**src/rtl/multicycle_alu.sv**
```systemverilog
// Execution-stage ALU with valid/ready request and result handshakes.
// Shifts step one bit per cycle unless MULTICYCLE_ALU_BARREL_SHIFT_EN selects a one-cycle barrel shifter.
module multicycle_alu #(
    parameter int XLEN = 64
) (
    input  logic            clk,
    input  logic            rst_n,
    input  logic            in_valid,
    output logic            in_ready,
    input  logic [3:0]      aluControl,
    input  logic [XLEN-1:0] a,
    input  logic [XLEN-1:0] b,
    output logic            out_valid,
    input  logic            out_ready,
    output logic [XLEN-1:0] result,
    output logic            zero,
    output logic            illegal
);

    localparam int SHW = $clog2(XLEN);

    typedef enum logic [1:0] {
        S_IDLE,
        S_SHIFT,
        S_DONE
    } state_e;

    typedef enum logic [3:0] {
        OP_AND  = 4'b0000,
        OP_OR   = 4'b0001,
        OP_ADD  = 4'b0010,
        OP_SLL  = 4'b0011,
        OP_SLT  = 4'b0100,
        OP_SLTU = 4'b0101,
        OP_SUB  = 4'b0110,
        OP_XOR  = 4'b0111,
        OP_SRL  = 4'b1000,
        OP_SRA  = 4'b1010
    } op_e;

    state_e          state_q, state_d;
    logic [3:0]      op_q, op_d;
    logic [XLEN-1:0] res_q, res_d;
    logic [SHW-1:0]  cnt_q, cnt_d;
    logic            zero_q, zero_d;
    logic            illegal_q, illegal_d;

    logic [SHW-1:0]  sh_amt;
    logic [XLEN-1:0] alu_res;
    logic            alu_illegal;
    logic [XLEN-1:0] shift_step;

    assign sh_amt = b[SHW-1:0];

    // Request-side datapath; in the iterative build a shift here only covers the zero-amount case.
    always_comb begin
        alu_res     = '0;
        alu_illegal = 1'b0;
        case (aluControl)
            OP_AND:  alu_res = a & b;
            OP_OR:   alu_res = a | b;
            OP_ADD:  alu_res = a + b;
            OP_SUB:  alu_res = a - b;
            OP_XOR:  alu_res = a ^ b;
            OP_SLT:  alu_res = {{(XLEN-1){1'b0}}, $signed(a) < $signed(b)};
            OP_SLTU: alu_res = {{(XLEN-1){1'b0}}, a < b};
`ifdef MULTICYCLE_ALU_BARREL_SHIFT_EN
            OP_SLL:  alu_res = a << sh_amt;
            OP_SRL:  alu_res = a >> sh_amt;
            OP_SRA:  alu_res = $signed(a) >>> sh_amt;
`else
            OP_SLL, OP_SRL, OP_SRA: alu_res = a;
`endif
            default: alu_illegal = 1'b1;
        endcase
    end

    always_comb begin
        case (op_q)
            OP_SLL:  shift_step = {res_q[XLEN-2:0], 1'b0};
            OP_SRA:  shift_step = {res_q[XLEN-1], res_q[XLEN-1:1]};
            default: shift_step = {1'b0, res_q[XLEN-1:1]};
        endcase
    end

    always_comb begin
        state_d   = state_q;
        op_d      = op_q;
        res_d     = res_q;
        cnt_d     = cnt_q;
        zero_d    = zero_q;
        illegal_d = illegal_q;
        case (state_q)
            S_IDLE: begin
                if (in_valid) begin
                    illegal_d = alu_illegal;
`ifndef MULTICYCLE_ALU_BARREL_SHIFT_EN
                    if ((aluControl == OP_SLL || aluControl == OP_SRL || aluControl == OP_SRA)
                        && sh_amt != '0) begin
                        state_d = S_SHIFT;
                        op_d    = aluControl;
                        res_d   = a;
                        cnt_d   = sh_amt;
                        zero_d  = 1'b0;
                    end else
`endif
                    begin
                        state_d = S_DONE;
                        res_d   = alu_res;
                        zero_d  = (alu_res == '0);
                    end
                end
            end
            S_SHIFT: begin
                res_d = shift_step;
                cnt_d = cnt_q - SHW'(1);
                if (cnt_q == SHW'(1)) begin
                    state_d = S_DONE;
                    zero_d  = (shift_step == '0);
                end
            end
            S_DONE: begin
                if (out_ready) state_d = S_IDLE;
            end
            default: state_d = S_IDLE;
        endcase
    end

    always_ff @(posedge clk or negedge rst_n) begin
        if (!rst_n) begin
            state_q   <= S_IDLE;
            op_q      <= '0;
            res_q     <= '0;
            cnt_q     <= '0;
            zero_q    <= 1'b0;
            illegal_q <= 1'b0;
        end else begin
            state_q   <= state_d;
            op_q      <= op_d;
            res_q     <= res_d;
            cnt_q     <= cnt_d;
            zero_q    <= zero_d;
            illegal_q <= illegal_d;
        end
    end

    assign in_ready  = (state_q == S_IDLE);
    assign out_valid = (state_q == S_DONE);
    assign result    = res_q;
    assign zero      = zero_q;
    assign illegal   = illegal_q;

endmodule

```
**config.mk**
```make
export PLATFORM = sky130hd
export DESIGN_NAME = multicycle_alu
export DESIGN_NICKNAME = d
export VERILOG_FILES = /design/src/rtl/multicycle_alu.sv
export SDC_FILE = /design/constraint.sdc
export NUM_CORES = 1
export LEC_CHECK = 0
export CAP_MARGIN = 0
export CORE_ASPECT_RATIO = 0.9
export CORE_MARGIN = 1.5
export CORE_UTILIZATION = 29
export CTS_CLUSTER_SIZE = 28
export DETAILED_ROUTE_END_ITERATION = 8
export PLACE_DENSITY_LB_ADDON = 0.12
export SKIP_LAST_GASP = 1
export SLEW_MARGIN = 20
export SYNTH_ARGS = -nofsm -noshare
export SYNTH_HDL_FRONTEND = slang
export SYNTH_SLANG_ARGS = --single-unit
```
**constraint.sdc**
```tcl
create_clock -name clk -period 2.6 [get_ports clk]
set_input_delay 0.52 -clock clk [delete_from_list [all_inputs] [get_ports clk]]
set_output_delay 0.52 -clock clk [all_outputs]
set_load 0.005 [all_outputs]
```
==> results.yml <==
synthesis:
  netlist_instances: 2595
  synthDominantCellAreaShare_pct: 15.3
  synth-xor-area-share_pct: 1.65
  yosys-mux-area-fraction_pct: 3.60
  synth.cell_area_um2: 17500
  postSynthRegisterBits: 78
  yosysTopAreaCell: "sky130_fd_sc_hd__ha_1"
  post-synth-top-count-cell: "sky130_fd_sc_hd__nand2_1"
  mappedNetlistNets: 2947
  ys_types: 103
  synth_compound_gate_area_share_pct: 34.2
  syn_area_per_cell_um2: 6.73
  synth-main-ff-cell: "sky130_fd_sc_hd__dfrtp_1"
  synth_simple_gate_area_share_pct: 24.7
  post_synth_fa_ha_maj_area_fraction_pct: 15.6
  synth_top_cells_by_count: "sky130_fd_sc_hd__nand2_1, sky130_fd_sc_hd__inv_1, sky130_fd_sc_hd__a21oi_1, sky130_fd_sc_hd__ha_1, sky130_fd_sc_hd__o21ai_0"
  sequential_to_total_area_share_from_yosys_stat_pct: 11.2
  synth-async-reset-ratio_pct: 100
  yosysWarningCount: 0
  combinational_family_with_the_most_area_after_synthesis: "compound AO/OA/AOI/OAI gates"
  number_of_enable_type_register_cells_in_the_synthesized_netlist: 0
  synthTopCellsByArea: "sky130_fd_sc_hd__ha_1, sky130_fd_sc_hd__dfrtp_1, sky130_fd_sc_hd__nand2_1"
timing:
  setup_ws_ps: -1990
  count_of_final_setup_violators: 66
  post-route-min-period_ps: 4590
  hold_viol_final: 0
  finalHoldWorstSlack_ps: 198
  timing.clock.skew_ps: 9.91
  worst-slew-pin-transition_ps: 878
  slew_viol_final: 0
  tightest_slew_margin_relative_to_the_limit_pct: 39.9
  finalCritPeriodShare_pct: 176
  rsz0062_at_grt: "true"
  timing.setup.tns_ps: -42030
  fmaxAchievable_ghz: 0.218
clock_network:
  clock_latency_ps: 350
  cts_root_buffer: "sky130_fd_sc_hd__clkbuf_16"
  clock_tree.htree_level_count: 3
  path_clk_slew_ps: 60
  clock-sinks: 78
  number_of_buffers_between_clock_root_and_the_deepest_sink: 2
  cts_made_buffers: 9
  cts_tree: "done"
  post_cts_hold_buffer_count: 0
finish:
  drive_above_1_share_pct: 49.4
  finish.utilization_pct: 57.1
  layout.cell_area.non_filler_um2: 34100
  insertedDiodeCount: 0
  area_growth_pct: 95.1
  finalNetCount: 4220
die:
  x_dimension_of_the_die_um: 262
  core_um2: 59700
  placement_rows: 85
  dieArea_um2: 61700
  io_pins: 204
  die-height_um: 236
  start_util_pct: 29.3
power:
  power.density_nw_per_um2: 430
  max_ir_drop_vdd_mv: 0.476
  static-leakage-power_nw: 15.4
place:
  placed_cell_area_um2: 28200
  gp_congestion: 0.981
  place_hpwl_mm: 83.7
  port_buffers: 203
critical_path:
  critPathMostFrequentCell: "sky130_fd_sc_hd__a311oi_4"
  critPathKind: "in -> reg"
  critPathMaxFanout: 5
  worst-endpoint-required_ps: 2860
  origin_of_the_worst_setup_path: "b[13]"
  timing.critical_path.buf_inv: 3
  worstSetupStartpointType: "input port"
  cp.arrival_ps: 4840
  crit_path_top_delay_cell: "sky130_fd_sc_hd__or4_4"
  worstSetupEndpointType: "flip-flop"
  cpPeakStageDelay_ps: 550
  cp_top_family: "simple AND/OR/NAND/NOR gates"
  regToRegStartpoint: "state_q[1]"
  critical_path.cell_chain: "buf_2, inv_2, ha_4, or4_4, or3_4, nand2b_4, a21o_1, a311oi_4, a311oi_4, buf_6, o21a_1, a211oi_4, o2111a_1, nand4_1, nor4_1, or4b_4, o31ai_4"
status:
  run_status: "finished with violations"
  violations: "design-rule violations, negative setup slack"
global_routing:
  pin_count_of_the_biggest_net_entering_global_routing: 85
  antenna_violations_before_repair: 0
  grt_pass1_wl_mm: 157
  number_of_global_route_vias_before_repair: 25000
  grt_use_total_pct: 33.1
  overflow: 0
drt:
  drtAntennaViolNets: 0
  detailed_route_wl_mm: 107
  final_routed_drc_violation_total: 10
  vias: 25800
  detailedRoute.firstIterationViolations: 2256
  viasPerCell: 5.54
  post_drt_wl_per_cell_um: 22.9
  drt-pass1-iter-count: 8
worst_hold_path:
  hold_path_class: "in -> async"
job:
  drv_cap: 0
-- state kept, by name, indices dropped and copies added (netlist names) --
name,count
state_q,2
result,64
illegal,1
op_q,4
zero,1
cnt_q,6
-- worst paths after layout --
| kind | endpoint | slack, ps | cells after the start |
|---|---|---|---|
| max in group asynchronous | result[24] | 1770 | 2 |
| worst max-delay path | zero | -1990 | 17 |
| min in group clk | cnt_q[0] | 470 | 3 |
| worst min register to register | illegal | 530 | 2 |
| worst max register to register | zero | -890 | 11 |
| worst min-delay path | op_q[2] | 200 | 1 |
-- cells by family after synthesis --
logic type | after synthesis
simple gates | 909
compound gates | 894
buf+inv | 403
fa+ha+maj | 216
flops | 78
mux | 62
xor+xnor | 33
-- placed cells by master, fill, tap and decap left out, types with 71 or more instances in the layout --
cell type                            n
sky130_fd_sc_hd__a21oi_1           150
sky130_fd_sc_hd__buf_4            1049
sky130_fd_sc_hd__buf_6             151
sky130_fd_sc_hd__clkdlybuf4s50_1   123
sky130_fd_sc_hd__dfrtp_1            78
sky130_fd_sc_hd__ha_1              152
sky130_fd_sc_hd__inv_1             159
sky130_fd_sc_hd__nand2_1           300
sky130_fd_sc_hd__nand3_1            79
sky130_fd_sc_hd__nor2_1            155
sky130_fd_sc_hd__o21ai_0            71
sky130_fd_sc_hd__o21ai_1            79
-- worst reg2reg max path: stages (launching register included) --
cell	delay (ps)
sky130_fd_sc_hd__dfrtp_1	380
sky130_fd_sc_hd__nor2_1	140
sky130_fd_sc_hd__nand2_1	190
sky130_fd_sc_hd__a31oi_1	460
sky130_fd_sc_hd__o21ai_0	180
sky130_fd_sc_hd__a211oi_1	460
sky130_fd_sc_hd__o21ai_4	140
sky130_fd_sc_hd__nor4_1	200
sky130_fd_sc_hd__nand4_1	210
sky130_fd_sc_hd__nor4_1	360
sky130_fd_sc_hd__or4b_4	520
sky130_fd_sc_hd__o31ai_4	180
-- metrics by stage --
step / power [mW] / cells / setup WS [ps]
floorplan: 6.34 / 2595 / -1910
global placement: 11.4 / 4441 / -2940
detailed placement: 11.5 / 4441 / -3060
CTS: 13.8 / 4592 / -2010
global route: 15.5 / 4656 / -2090
finish: 14.6 / 4656 / -1990
-- cell type report --
| cell class | instances | area (um^2) |
|---|---|---|
| fill | 5565 | 25600 |
| multi-input combinational | 2114 | 17800 |
| timing repair buffer | 1420 | 12000 |
| sequential | 78 | 1950 |
| inverter | 245 | 1030 |
| tap | 783 | 980 |
| clock buffer | 10 | 229 |
| clock inverter | 6 | 45.0 |
-- power by group --
part / switching [mW] / internal [mW] / total, mW / leakage [nW]
Combinational: 5.49 / 5.21 / 10.7 / 14.3
Clock: 0.553 / 0.653 / 1.21 / 0.126
Sequential: 0.986 / 1.76 / 2.74 / 0.992
Total: 7.03 / 7.62 / 14.6 / 15.4
-- timing repair --
action | CTS | global route
setup buffers | 173 | 100
pin swaps | 220 | 232
setup endpoints to repair | 75 | 75
gates resized for setup | 804 | 413
gates cloned | 3 | 1
-- layer usage --
layer	GRT usage [%]	vias up	wire, um
met5	0	-	0
met4	8.85	0	3980
met3	3.36	182	6590
met2	55.7	1015	49800
met1	44.7	12600	46400
li1	-	12000	-
No activity file was read; power rests on OpenSTA's default activity.
